### src/rtl/seg_pkg.sv
// Shared constants and state encoding for the seven-segment scan controller.
// Defaults describe a 4-digit display lit for 1000 cycles per digit.
package seg_pkg;

  localparam int unsigned NibbleW        = 4;
  localparam int unsigned DefNumDigits   = 4;
  localparam int unsigned DefRefreshDiv  = 1000;
  localparam int unsigned DefBlankCycles = 2;

  typedef enum logic [1:0] {
    StIdle  = 2'd0,
    StBlank = 2'd1,
    StShow  = 2'd2
  } scan_state_e;

endpackage

### src/rtl/seg_scan_timer.sv
// Loadable down-counter; tc_o is high while the count sits at zero.
// Loading N-1 on entry to an interval gives an interval of N cycles.
module seg_scan_timer #(
  parameter int unsigned Width = 4
) (
  input  logic             clk_i,
  input  logic             rst_i,
  input  logic             load_i,
  input  logic [Width-1:0] load_val_i,
  output logic             tc_o
);

  logic [Width-1:0] cnt_q, cnt_d;

  always_comb begin
    cnt_d = cnt_q;
    if (load_i) begin
      cnt_d = load_val_i;
    end else if (cnt_q != '0) begin
      cnt_d = cnt_q - Width'(1);
    end
  end

  always_ff @(posedge clk_i) begin
    if (rst_i) begin
      cnt_q <= '0;
    end else begin
      cnt_q <= cnt_d;
    end
  end

  assign tc_o = (cnt_q == '0);

endmodule

### src/rtl/seg_scan_ctrl.sv
// Time-multiplexed scan controller sharing one nibble decoder across all digits.
// Host writes land in a shadow register and reach the display only at frame boundaries.
module seg_scan_ctrl import seg_pkg::*; #(
  parameter int unsigned NumDigits   = DefNumDigits,
  parameter int unsigned RefreshDiv  = DefRefreshDiv,
  parameter int unsigned BlankCycles = DefBlankCycles
) (
  input  logic                         clk_i,
  input  logic                         rst_i,
  input  logic                         en_i,
  input  logic                         load_i,
  input  logic [NibbleW*NumDigits-1:0] data_in_i,
  input  logic [NumDigits-1:0]         blank_mask_i,
  output logic [NibbleW-1:0]           nibble_o,
  output logic [NumDigits-1:0]         digit_sel_o,
  output logic                         frame_done_o,
  output logic                         pending_o
);

  localparam int unsigned DataW  = NibbleW * NumDigits;
  localparam int unsigned IdxW   = $clog2(NumDigits);
  localparam int unsigned CntMax = (RefreshDiv > BlankCycles) ? RefreshDiv : BlankCycles;
  localparam int unsigned CntW   = (CntMax > 1) ? $clog2(CntMax) : 1;

  localparam logic [CntW-1:0]      ShowLoad  = CntW'(RefreshDiv - 1);
  localparam logic [CntW-1:0]      BlankLoad = CntW'(BlankCycles - 1);
  localparam logic [IdxW-1:0]      LastIdx   = IdxW'(NumDigits - 1);
  localparam logic [NumDigits-1:0] SelLsb    = NumDigits'(1);

  scan_state_e                             state_q, state_d;
  logic [IdxW-1:0]                         idx_q, idx_d;
  logic [DataW-1:0]                        shadow_q, shadow_d;
  logic [NumDigits-1:0][NibbleW-1:0]       active_q, active_d;
  logic                                    pending_q, pending_d;
  logic [NibbleW-1:0]                      nibble_q, nibble_d;
  logic [NumDigits-1:0]                    digit_sel_q, digit_sel_d;
  logic                                    frame_done_q, frame_done_d;

  logic            tmr_load, tmr_tc;
  logic [CntW-1:0] tmr_val;
  logic            xfer, enter_blank;

  seg_scan_timer #(
    .Width (CntW)
  ) u_timer (
    .clk_i      (clk_i),
    .rst_i      (rst_i),
    .load_i     (tmr_load),
    .load_val_i (tmr_val),
    .tc_o       (tmr_tc)
  );

  always_comb begin
    state_d      = state_q;
    idx_d        = idx_q;
    shadow_d     = shadow_q;
    active_d     = active_q;
    pending_d    = pending_q;
    nibble_d     = nibble_q;
    digit_sel_d  = digit_sel_q;
    frame_done_d = 1'b0;
    tmr_load     = 1'b0;
    tmr_val      = BlankLoad;
    xfer         = 1'b0;
    enter_blank  = 1'b0;

    if (load_i) begin
      shadow_d  = data_in_i;
      pending_d = 1'b1;
    end

    if (!en_i) begin
      state_d     = StIdle;
      idx_d       = '0;
      digit_sel_d = '0;
    end else begin
      unique case (state_q)
        StIdle: begin
          idx_d       = '0;
          xfer        = 1'b1;
          enter_blank = 1'b1;
        end
        StBlank: begin
          if (tmr_tc) begin
            state_d     = StShow;
            tmr_load    = 1'b1;
            tmr_val     = ShowLoad;
            digit_sel_d = (SelLsb << idx_q) & ~blank_mask_i;
          end
        end
        StShow: begin
          // Mask is re-sampled every lit cycle so changes show up one cycle later.
          digit_sel_d = (SelLsb << idx_q) & ~blank_mask_i;
          if (tmr_tc) begin
            enter_blank = 1'b1;
            if (idx_q == LastIdx) begin
              idx_d        = '0;
              frame_done_d = 1'b1;
              xfer         = 1'b1;
            end else begin
              idx_d = idx_q + IdxW'(1);
            end
          end
        end
        default: state_d = StIdle;
      endcase
    end

    if (enter_blank) begin
      state_d     = StBlank;
      digit_sel_d = '0;
      tmr_load    = 1'b1;
      tmr_val     = BlankLoad;
    end

    // A load coinciding with a frame boundary bypasses the shadow.
    if (xfer) begin
      if (load_i) begin
        active_d  = data_in_i;
        pending_d = 1'b0;
      end else if (pending_q) begin
        active_d  = shadow_q;
        pending_d = 1'b0;
      end
    end

    if (enter_blank) begin
      nibble_d = active_d[idx_d];
    end
  end

  always_ff @(posedge clk_i) begin
    if (rst_i) begin
      state_q      <= StIdle;
      idx_q        <= '0;
      shadow_q     <= '0;
      active_q     <= '0;
      pending_q    <= 1'b0;
      nibble_q     <= '0;
      digit_sel_q  <= '0;
      frame_done_q <= 1'b0;
    end else begin
      state_q      <= state_d;
      idx_q        <= idx_d;
      shadow_q     <= shadow_d;
      active_q     <= active_d;
      pending_q    <= pending_d;
      nibble_q     <= nibble_d;
      digit_sel_q  <= digit_sel_d;
      frame_done_q <= frame_done_d;
    end
  end

  assign nibble_o     = nibble_q;
  assign digit_sel_o  = digit_sel_q;
  assign frame_done_o = frame_done_q;
  assign pending_o    = pending_q;

endmodule
### config.mk
export PLATFORM = sky130hd
export DESIGN_NAME = seg_scan_ctrl
export DESIGN_NICKNAME = d
export VERILOG_FILES = /design/src/rtl/seg_pkg.sv /design/src/rtl/seg_scan_timer.sv /design/src/rtl/seg_scan_ctrl.sv
export SDC_FILE = /design/constraint.sdc
export NUM_CORES = 1
export LEC_CHECK = 0
export BUFFER_PORTS_ARGS = -buffer_cell sky130_fd_sc_hd__buf_2
export CELL_PAD_IN_SITES_DETAIL_PLACEMENT = 1
export CELL_PAD_IN_SITES_GLOBAL_PLACEMENT = 2
export CORE_MARGIN = 4
export CORE_UTILIZATION = 31
export DETAILED_ROUTE_END_ITERATION = 8
export PLACE_DENSITY = 0.84
export SLEW_MARGIN = 20
export SYNTH_ARGS = -nofsm -noshare
export SYNTH_HDL_FRONTEND = slang
export SYNTH_SLANG_ARGS = --single-unit
### constraint.sdc
create_clock -name clk_i -period 2.35 [get_ports clk_i]
set_input_delay 0.1175 -clock clk_i [delete_from_list [all_inputs] [get_ports clk_i]]
set_output_delay 0.1175 -clock clk_i [all_outputs]
set_load 0.01 [all_outputs]
Yosys cells after proc, flatten, opt, wreduce, memory -nomap -nowiden
Cells that the tools add are included.
W data, S select, Z words.
- order comparisons: 1
- shift-type cells: 1
- eq/ne operators: 6
- add/subtract/negate cells: 2
- mux-type cells: 35
- reductions and logical operators: 11
- bitwise logic cells: 5
- operators by type and width (operator ; number):
    $mux W10 ; 6
    $mux W16 ; 3
    $mux W1 ; 14
    $logic_not A10 Y1 ; 1
    $reduce_bool A10 Y1 ; 1
    $sub A10 B1 Y10 const B ; 1
    $bmux W4 S2 ; 1
    $mux W2 ; 4
    $mux W4 ; 2
    $pmux W2 S2 ; 2
    $pmux W4 S2 ; 1
    $reduce_and A2 Y1 ; 3
    $reduce_or A3 Y1 ; 2
    $and A4 B4 Y4 ; 1
    $eq A2 B2 Y1 const B ; 2
    $ne A4 B4 Y1 const B ; 1
    $not A4 Y4 ; 1
    $pmux W1 S2 ; 2
    $reduce_bool A2 Y1 ; 2
    $shl A1 B2 Y4 const A ; 1
    $lt A2 B3 Y1 const B ; 1
    $ne A3 B2 Y1 const B ; 1
    $not A1 Y1 ; 3
    $add A2 B1 Y2 const B ; 1
    other kinds (4) ; 4
- bits of input ports: 24
- register bits after elaboration: 56
- output and inout bits: 10
- logic and storage cells: 74

Depth between registers and ports, before layout
Gate-level depths: netlist (run 1).
- word-level depth: 8
- gate-level depth with buffers: 11
- mapped depth without buffers: 8

Modules after synthesis
From an unflattened synthesis (run 1), not the netlist that was laid out.
- cell total of the unflattened synthesis: 311
- area total of the unflattened synthesis: 2787.7 um2
- modules (own cells, without submodules) (module ; instances ; sequential area each (um2) ; cells an instance ; area each (um2)):
    seg_scan_ctrl ; 1 ; 920.9 ; 238 ; 2174.6
    seg_scan_timer ; 1 ; 200.2 ; 73 ; 613.1

Least setup slack after synthesis (run 1)
OpenSTA, ideal clock, no wires.
- kind: reg-to-reg
- start point: reg u_timer.cnt_q[5]
- end point: reg nibble_q[1] (netlist: nibble_o[1])
- clock period less this slack: 2.422 ns
- data arrival time: 2.272 ns
- library setup time: 0.150 ns
- buffers on the path: 3
- data required time: 2.200 ns
- path slack: -0.072 ns
- cell stages (with the launch flop): 10
- cell sequence: dfxtp_1 -> or4_4 -> o41a_1 -> buf_6 -> or2_1 -> clkbuf_2 -> buf_6 -> a21oi_2 -> mux2_2 -> a2111oi_1
- word-level cells in the longest chain between the ends: 7
- elaborated cells on any way between the ends: 13
- classes of those cells: mux: 12; reduce/logical: 1
- ends and longest elaborated chain (item ; RTL line ; source):
    start, declared ; seg_scan_timer.sv:13 ; logic [Width-1:0] cnt_q, cnt_d;
    start signal, assigned ; seg_scan_timer.sv:28 ; cnt_q <= cnt_d;
    $logic_not A10 Y1 * ; seg_scan_timer.sv:32 ; assign tc_o = (cnt_q == '0);
    $mux W1 ; seg_scan_ctrl.sv:94 ; if (tmr_tc) begin
    $pmux W1 S2 ; seg_scan_ctrl.sv:77 ; unique case (state_q)
    $mux W1 ; seg_scan_ctrl.sv:72 ; if (!en_i) begin
    $mux W16 ; seg_scan_ctrl.sv:117 ; if (xfer) begin
    $bmux W4 S2 ; seg_scan_ctrl.sv:128 ; nibble_d = active_d[idx_d];
    $mux W4 (not written as such) ; seg_scan_ctrl.sv:128 ;
    end signal, assigned ; seg_scan_ctrl.sv:148 ; nibble_q <= nibble_d;
    end, declared ; seg_scan_ctrl.sv:35 ; logic [NibbleW-1:0] nibble_q, nibble_d;
Mark *: on every way between the ends. The rest lies on a longest branch, timed or not. The select of a mux whose other input is x is not followed.
A chain may end at the register's enable or synchronous reset.

Final worst setup path (run 1)
- start point: reg u_timer.cnt_q[6]
- end point: reg nibble_q[1] (netlist: nibble_o[1])
The elaborated chain is that of the path after synthesis.

==> flow_summary.json, run 1 <==
{
  "worstPathRequired_ns": 2.57,
  "insertion_delay_ns": 0.31,
  "synth_top_cell_by_area": "dfxtp_1",
  "worstRegToRegCells": 7,
  "clockBufferDepth": 2,
  "htree_num_levels": 2,
  "cts_root_buf": "clkbuf_8",
  "synth-adder-area-share_pct": 4.19,
  "slowest_stage": "or4_4",
  "finalSetupViolCount": 1,
  "dieArea_um2": 10200,
  "syn_nets": 342,
  "slew_headroom_pct": 59.1,
  "worstSetupPathType": "register to register",
  "cts_sinks": 56,
  "startpoint_type": "register",
  "core_um2": 8340,
  "num_antenna_cells": 0,
  "synth_edf_count": 0,
  "synth_area_um2": 2690,
  "cts-buffers-inserted": 5,
  "place_ws_ns": -0.0742,
  "final.period_utilization_pct": 100,
  "synth.top_cell.area_share_pct": 41.7,
  "vias": 2388,
  "crit_buf_inv": 2,
  "syn_area_per_cell_um2": 8.70,
  "critical_path.max_stage_delay_ns": 0.55,
  "setup_ws_ns": -0.00650,
  "period_needed_ns": 2.36,
  "ys.flop_type": "dfxtp_1",
  "grtUsageTotal_pct": 15.2,
  "p_per_area_nw_per_um2": 893,
  "async_reset_ff_share_pct": 0,
  "utilization_pct": 42.4,
  "viasPerCell": 5.07,
  "min_from": "data_in_i[9]",
  "rr_startpoint": "u_timer.cnt_q[6]",
  "status": "finished with violations",
  "synth_top_family_by_area": "simple AND/OR/NAND/NOR gates",
  "cts.reportedPaths.clkPinSlew_ns": 0.11,
  "synthTopCellsByCount": "56 x dfxtp_1, 41 x nor2_1, 31 x a21oi_1",
  "max_freq_mhz": 424,
  "hold_violations": 0,
  "worstMarginPinSlew_ns": 0.614,
  "die_w_um": 101,
  "min_to": "shadow_q[9]",
  "synth_xor_xnor_area_share_pct": 1.63,
  "ant_nets": 0,
  "cp.arrival_ns": 2.57,
  "hold-path-cell-count": 3,
  "cp_cell_sequence": "or4_4 > buf_6 > buf_4 > o41ai_4 > nor2_4 > mux2_4 > a2111oi_4",
  "synthDistinctLibCells": 46,
  "final_nets": 399,
  "hp-class": "primary input to register",
  "leakagePower_nw": 1.42,
  "initial_utilization_pct": 32.2,
  "synth.area.mux_share_pct": 6.15,
  "worstSetupEndpointType": "register",
  "drv_cap": 0,
  "drive_above_1_share_pct": 30.1,
  "wl_per_cell_um": 15.8,
  "slew_violations": 0,
  "violations": "negative setup slack",
  "rsz0062_at_grt": "true",
  "grt_overflow_total": 0,
  "io_buffers": 33,
  "critPathMaxFanout": 5,
  "netlist_instances": 309,
  "cts_tree": "yes",
  "ys_top_cells_by_area": "dfxtp_1 42%, a21oi_1 5.8%, nor2_1 5.7%",
  "ir_drop_uv": 437,
  "io_pins": 34,
  "grt_pass1_vias": 2537,
  "yosys_warnings": 0,
  "gp_congestion": 0.738,
  "fillers": 992,
  "drt-pass1-iter-count": 4,
  "yosysMostFrequentCell": "dfxtp_1",
  "rr_endpoint": "nibble_o[1]",
  "wirelength_um": 7460,
  "drt_iter0_drc": 65,
  "grt_first_pass_wirelength_um": 12600,
  "area_growth_pct": 31.5,
  "antenna_found_initial": 0,
  "grt_max_degree": 33,
  "die_h_um": 101,
  "synth_seq_area_share_pct": 41.7,
  "rows": 33,
  "fin_skew_ns": 0.0141,
  "path_delay_family": "simple AND/OR/NAND/NOR gates",
  "ys_ff_latch": 56,
  "synth-compound-area-share_pct": 19.6,
  "r2r_slack_ns": -0.007,
  "synth-simple-area-share_pct": 22.3,
  "place_hpwl_um": 5190,
  "fin_hold_ws_ns": 0.0629,
  "holdBufCountCts": 0,
  "drc": 0
}
-- power by group --
group	switching (W)	internal [W]	leakage (nW)
Clock	0.000306	0.000420	0.0642
Combinational	0.000693	0.000612	0.895
Sequential	0.0000660	0.00106	0.459
-- state kept, by name, indices dropped and copies added (netlist names) --
| name | count |
|---|---|
| pending_o | 1 |
| state_q | 2 |
| u_timer.cnt_q | 10 |
| frame_done_o | 1 |
| idx_q | 2 |
| digit_sel_o | 4 |
| shadow_q | 16 |
| nibble_o | 4 |
| active_q | 16 |
-- tightest hold or removal path: stages --
cell	delay, ns
buf_2	0.09
mux2i_1	0.06
nor2_1	0.07
-- per-stage QoR --
step	cell area (µm²)	setup TNS, ns	cells	total power (W)
final	3530	-0.00650	471	0.00316
after global routing	3530	-0.319	471	0.00338
after CTS	3480	-0.173	471	0.00313
after detailed placement	3100	-0.203	457	0.00226
after global placement	3100	-0.00326	457	0.00223
after floorplan	2700	0	309	0.00186
-- layout make-up --
| cell class | count | area [µm²] | share of cell area [%] |
|---|---|---|---|
| clock buffers | 5 | 68.8 | 1.95 |
| clock inverters | 2 | 60.1 | 1.70 |
| inverters | 7 | 26.3 | 0.743 |
| multi-input cells | 229 | 1690 | 47.7 |
| flip-flops and latches | 56 | 1120 | 31.8 |
| well taps | 105 | 131 | 3.72 |
| repair buffers | 67 | 439 | 12.4 |
-- repair_timing --
item / 4_1_cts / 5_1_grt
gates resized for setup: 34 / 10
setup endpoints to repair: 6 / 4
pin swaps: 10 / 2
setup buffers: 6 / 0
gates cloned: 1 / 0
-- layout by cell type (no fill, tap or decap), types with 3 or more instances in the layout --
master	n
ha_1	9
a22oi_1	9
nor2_1	38
nor3_1	5
nand3_1	6
xnor2_1	4
a21oi_2	6
mux2_4	3
mux2i_1	12
nand2_1	29
a2111oi_4	4
clkbuf_8	5
buf_2	33
o21bai_1	4
o21ai_0	6
buf_6	3
nand4b_1	4
buf_4	30
nor2b_1	10
nand2b_1	10
o2bb2ai_4	5
a21oi_1	28
dfxtp_1	55
inv_1	7
-- logic make-up (layout without fill, tap and decap cells) --
| logic type | count (synthesis) | after routing |
|---|---|---|
| flip-flops | 56 | 56 |
| AO/OA/AOI/OAI | 77 | 77 |
| multiplexers | 16 | 16 |
| adder cells (fa/ha/maj) | 9 | 9 |
| XOR/XNOR | 5 | 5 |
| AND/OR/NAND/NOR | 121 | 122 |
| buffers and inverters | 25 | 81 |
-- per-layer routing --
layer	track usage, %	routed length [µm]	vias to the layer above
met5	0	0	-
met4	3.68	68	0
li1	-	-	1189
met1	19.7	3540	1177
met2	26.7	3730	18
met3	1.94	120	4
-- worst max-delay path by stage --
stage,from,to,slack [ns],cells past startpoint
finish,u_timer.cnt_q[6],nibble_o[1],-0.007,7
floorplan,u_timer.cnt_q[6],nibble_o[1],0.02,9
detailed placement,u_timer.cnt_q[8],nibble_o[2],-0.07,7
global placement,u_timer.cnt_q[8],nibble_o[2],-0.003,7
CTS,u_timer.cnt_q[6],nibble_o[0],-0.05,8
global route,u_timer.cnt_q[6],nibble_o[0],-0.09,7
No activity file was read; power rests on OpenSTA's default activity.
==> run 2, diff against run 1 <==
--- a/config.mk
+++ b/config.mk
@@ -11,6 +11,7 @@
 export CORE_MARGIN = 4
 export CORE_UTILIZATION = 31
 export DETAILED_ROUTE_END_ITERATION = 8
+export GPL_TIMING_DRIVEN = 0
 export PLACE_DENSITY = 0.84
 export SLEW_MARGIN = 20
 export SYNTH_ARGS = -nofsm -noshare
==> constraint.sdc (replaced) <==
create_clock -name clk_i -period 2.35 [get_ports clk_i]
set_input_delay 0 -clock clk_i [delete_from_list [all_inputs] [get_ports clk_i]]
set_output_delay 0 -clock clk_i [all_outputs]
set_load 0.01 [all_outputs]
==> run 2 against run 1 <==
Compared with the run above: die area stayed put; highest routed layer unchanged; total power shrank 3.8%; critical endpoint unchanged; core utilization up 0.63 points; sequential share of layout area decreased by 0.40 points; critical path depth stayed put; non-clock buffer count rose by 9; register-to-register slack worse by 0.19 ns; the run still ends with negative setup slack left; largest power group unchanged; worst setup slack worse by 0.19 ns; wire length grew 6.6%; clock power fell by 5.5%; final cell count up 1.9%.
==> flow_summary.json, run 2 (synthesis results as in run 1) <==
{
  "layout_common_cells": "55 x dfxtp_1, 38 x nor2_1, 31 x buf_2",
  "leakagePower_nw": 1.43,
  "ant_nets": 0,
  "cts-buffers-inserted": 5,
  "area_growth_pct": 33.5,
  "initial_utilization_pct": 32.2,
  "antenna_found_initial": 0,
  "viasPerCell": 5.10,
  "clockBufferDepth": 2,
  "cp.arrival_ns": 2.75,
  "p_per_area_nw_per_um2": 846,
  "status": "finished with violations",
  "die_h_um": 101,
  "largestRegisters": "active_q x16, shadow_q x16, u_timer.cnt_q x10",
  "period_needed_ns": 2.54,
  "place_ws_ns": -0.370,
  "place_hpwl_um": 5170,
  "finalSetupViolCount": 13,
  "comb_power_share_pct": 39.3,
  "dp.cells": 445,
  "cts_root_buf": "clkbuf_8",
  "hp-class": "primary input to register",
  "finalSetupTns_ns": -1.28,
  "num_antenna_cells": 0,
  "htree_num_levels": 2,
  "drt_iter0_drc": 55,
  "dieArea_um2": 10200,
  "grt_overflow_total": 0,
  "worstMarginPinSlew_ns": 0.771,
  "fillers": 989,
  "slowest_stage": "or4_4",
  "grt_pass1_vias": 2681,
  "max_freq_mhz": 393,
  "power_frac_clock_pct": 22.6,
  "r2r_slack_ns": -0.19,
  "grtUsageTotal_pct": 16.1,
  "io_buffers": 31,
  "cts.reportedPaths.clkPinSlew_ns": 0.11,
  "die_w_um": 101,
  "vias": 2447,
  "gp_congestion": 0.756,
  "slew_violations": 0,
  "critPathMaxFanout": 5,
  "rsz0062_at_grt": "true",
  "insertion_delay_ns": 0.32,
  "finalNonFillerCells": 480,
  "worstSetupPathType": "register to register",
  "violations": "negative setup slack",
  "switching_share_pct": 35.8,
  "final_common_cell": "dfxtp_1",
  "fin_skew_ns": 0.0106,
  "wl_per_cell_um": 16.6,
  "drv_cap": 0,
  "setup_ws_ns": -0.194,
  "ir_drop_uv": 256,
  "drive_above_1_share_pct": 24.5,
  "p_sw_w": 0.00109,
  "p_seq_share_pct": 38.1,
  "slew_headroom_pct": 48.6,
  "drc": 0,
  "startpoint_type": "register",
  "critical_path.max_stage_delay_ns": 0.54,
  "wirelength_um": 7950,
  "core_um2": 8340,
  "power.total_w": 0.00304,
  "grt_max_degree": 18,
  "rows": 33,
  "final.period_utilization_pct": 108,
  "hold_violations": 0,
  "io_pins": 34,
  "drt-pass1-iter-count": 5,
  "final_nets": 407,
  "grt_first_pass_wirelength_um": 13200,
  "cp_cell_sequence": "or4_4 > buf_4 > buf_4 > o41ai_4 > nor2_2 > mux2_4 > a2111oi_1",
  "cts_tree": "yes",
  "crit_top_cell": "buf_4",
  "cts_sinks": 56,
  "worstPathRequired_ns": 2.56,
  "worstSetupEndpointType": "register",
  "cellInternalPower_w": 0.00195
}
[run 2: cell count changes in the layout (fill, tap and decap cells not counted), sizes merged]
cell | before | now
clkbuf | 5 | 19
clkinv | 0 | 1
dlygate4sd3 | 0 | 20
bufinv | 2 | 1
or2 | 4 | 3
buf | 67 | 43
[run 2: worst paths after layout]
check,cells past startpoint,startpoint,end
hold / removal,3,load_i,shadow_q[1]
setup reg to reg,7,u_timer.cnt_q[6],nibble_o[1]
setup / recovery,7,u_timer.cnt_q[6],nibble_o[1]
hold reg to reg,2,digit_sel_o[3],digit_sel_o[3]
[run 2: area by class of cell]
cell class | count | area (µm²) | share of cell area, %
clock buffer | 6 | 82.6 | 2.30
tap | 105 | 131 | 3.66
timing repair buffer | 59 | 439 | 12.2
multi-input combinational | 228 | 1630 | 45.5
sequential | 56 | 1120 | 31.4
inverter | 7 | 26.3 | 0.732
buffer | 17 | 113 | 3.14
clock inverter | 2 | 38.8 | 1.08
[run 2: critical path, delay by kind of cell, from the launching register on]
| kind | cells | cell delay, ns |
|---|---|---|
| and+or+nand+nor | 2 | 0.69 |
| AOI/OAI and AO/OA | 2 | 0.75 |
| muxes | 1 | 0.32 |
| DFF | 1 | 0.36 |
| buffers and inverters | 2 | 0.31 |
[run 2: metal layers]
| layer | vias to the layer above | routed length (µm) | global-route usage [%] |
|---|---|---|---|
| met4 | 0 | 121 | 5.52 |
| met2 | 26 | 4030 | 27.9 |
| li1 | 1211 | - | - |
| met3 | 7 | 152 | 1.80 |
| met5 | - | 0 | 0 |
| met1 | 1203 | 3650 | 20.9 |
[run 2: timing repair]
item | CTS | global route
gates resized for setup | 29 | 21
pin swaps | 11 | 5
hold buffers | 20 | 0
buffers inserted | 5 | 1
endpoints found under the hold margin | 20 | 0
gates cloned | 2 | 0
setup endpoints to repair | 13 | 19
[run 2: power groups by stage]
stage | registers, W | logic, W | clock network, W
final | 0.00116 | 0.00119 | 0.000686
after global routing | 0.00117 | 0.00132 | 0.000740
after CTS | 0.00115 | 0.00114 | 0.000711
after detailed placement | 0.00117 | 0.000920 | 0
after global placement | 0.00117 | 0.000891 | 0
after floorplan | 0.00115 | 0.000707 | 0
[run 2: through the flow]
step                      hold WS, ns  util, %  instance area [µm²]
final                          0.0875     43.0                 3590
after global routing            0.116     43.0                 3590
after CTS                      0.0828     41.9                 3500
after detailed placement        0.264     35.8                 2980
after global placement          0.258     35.8                 2980
after floorplan                 0.147        -                 2700
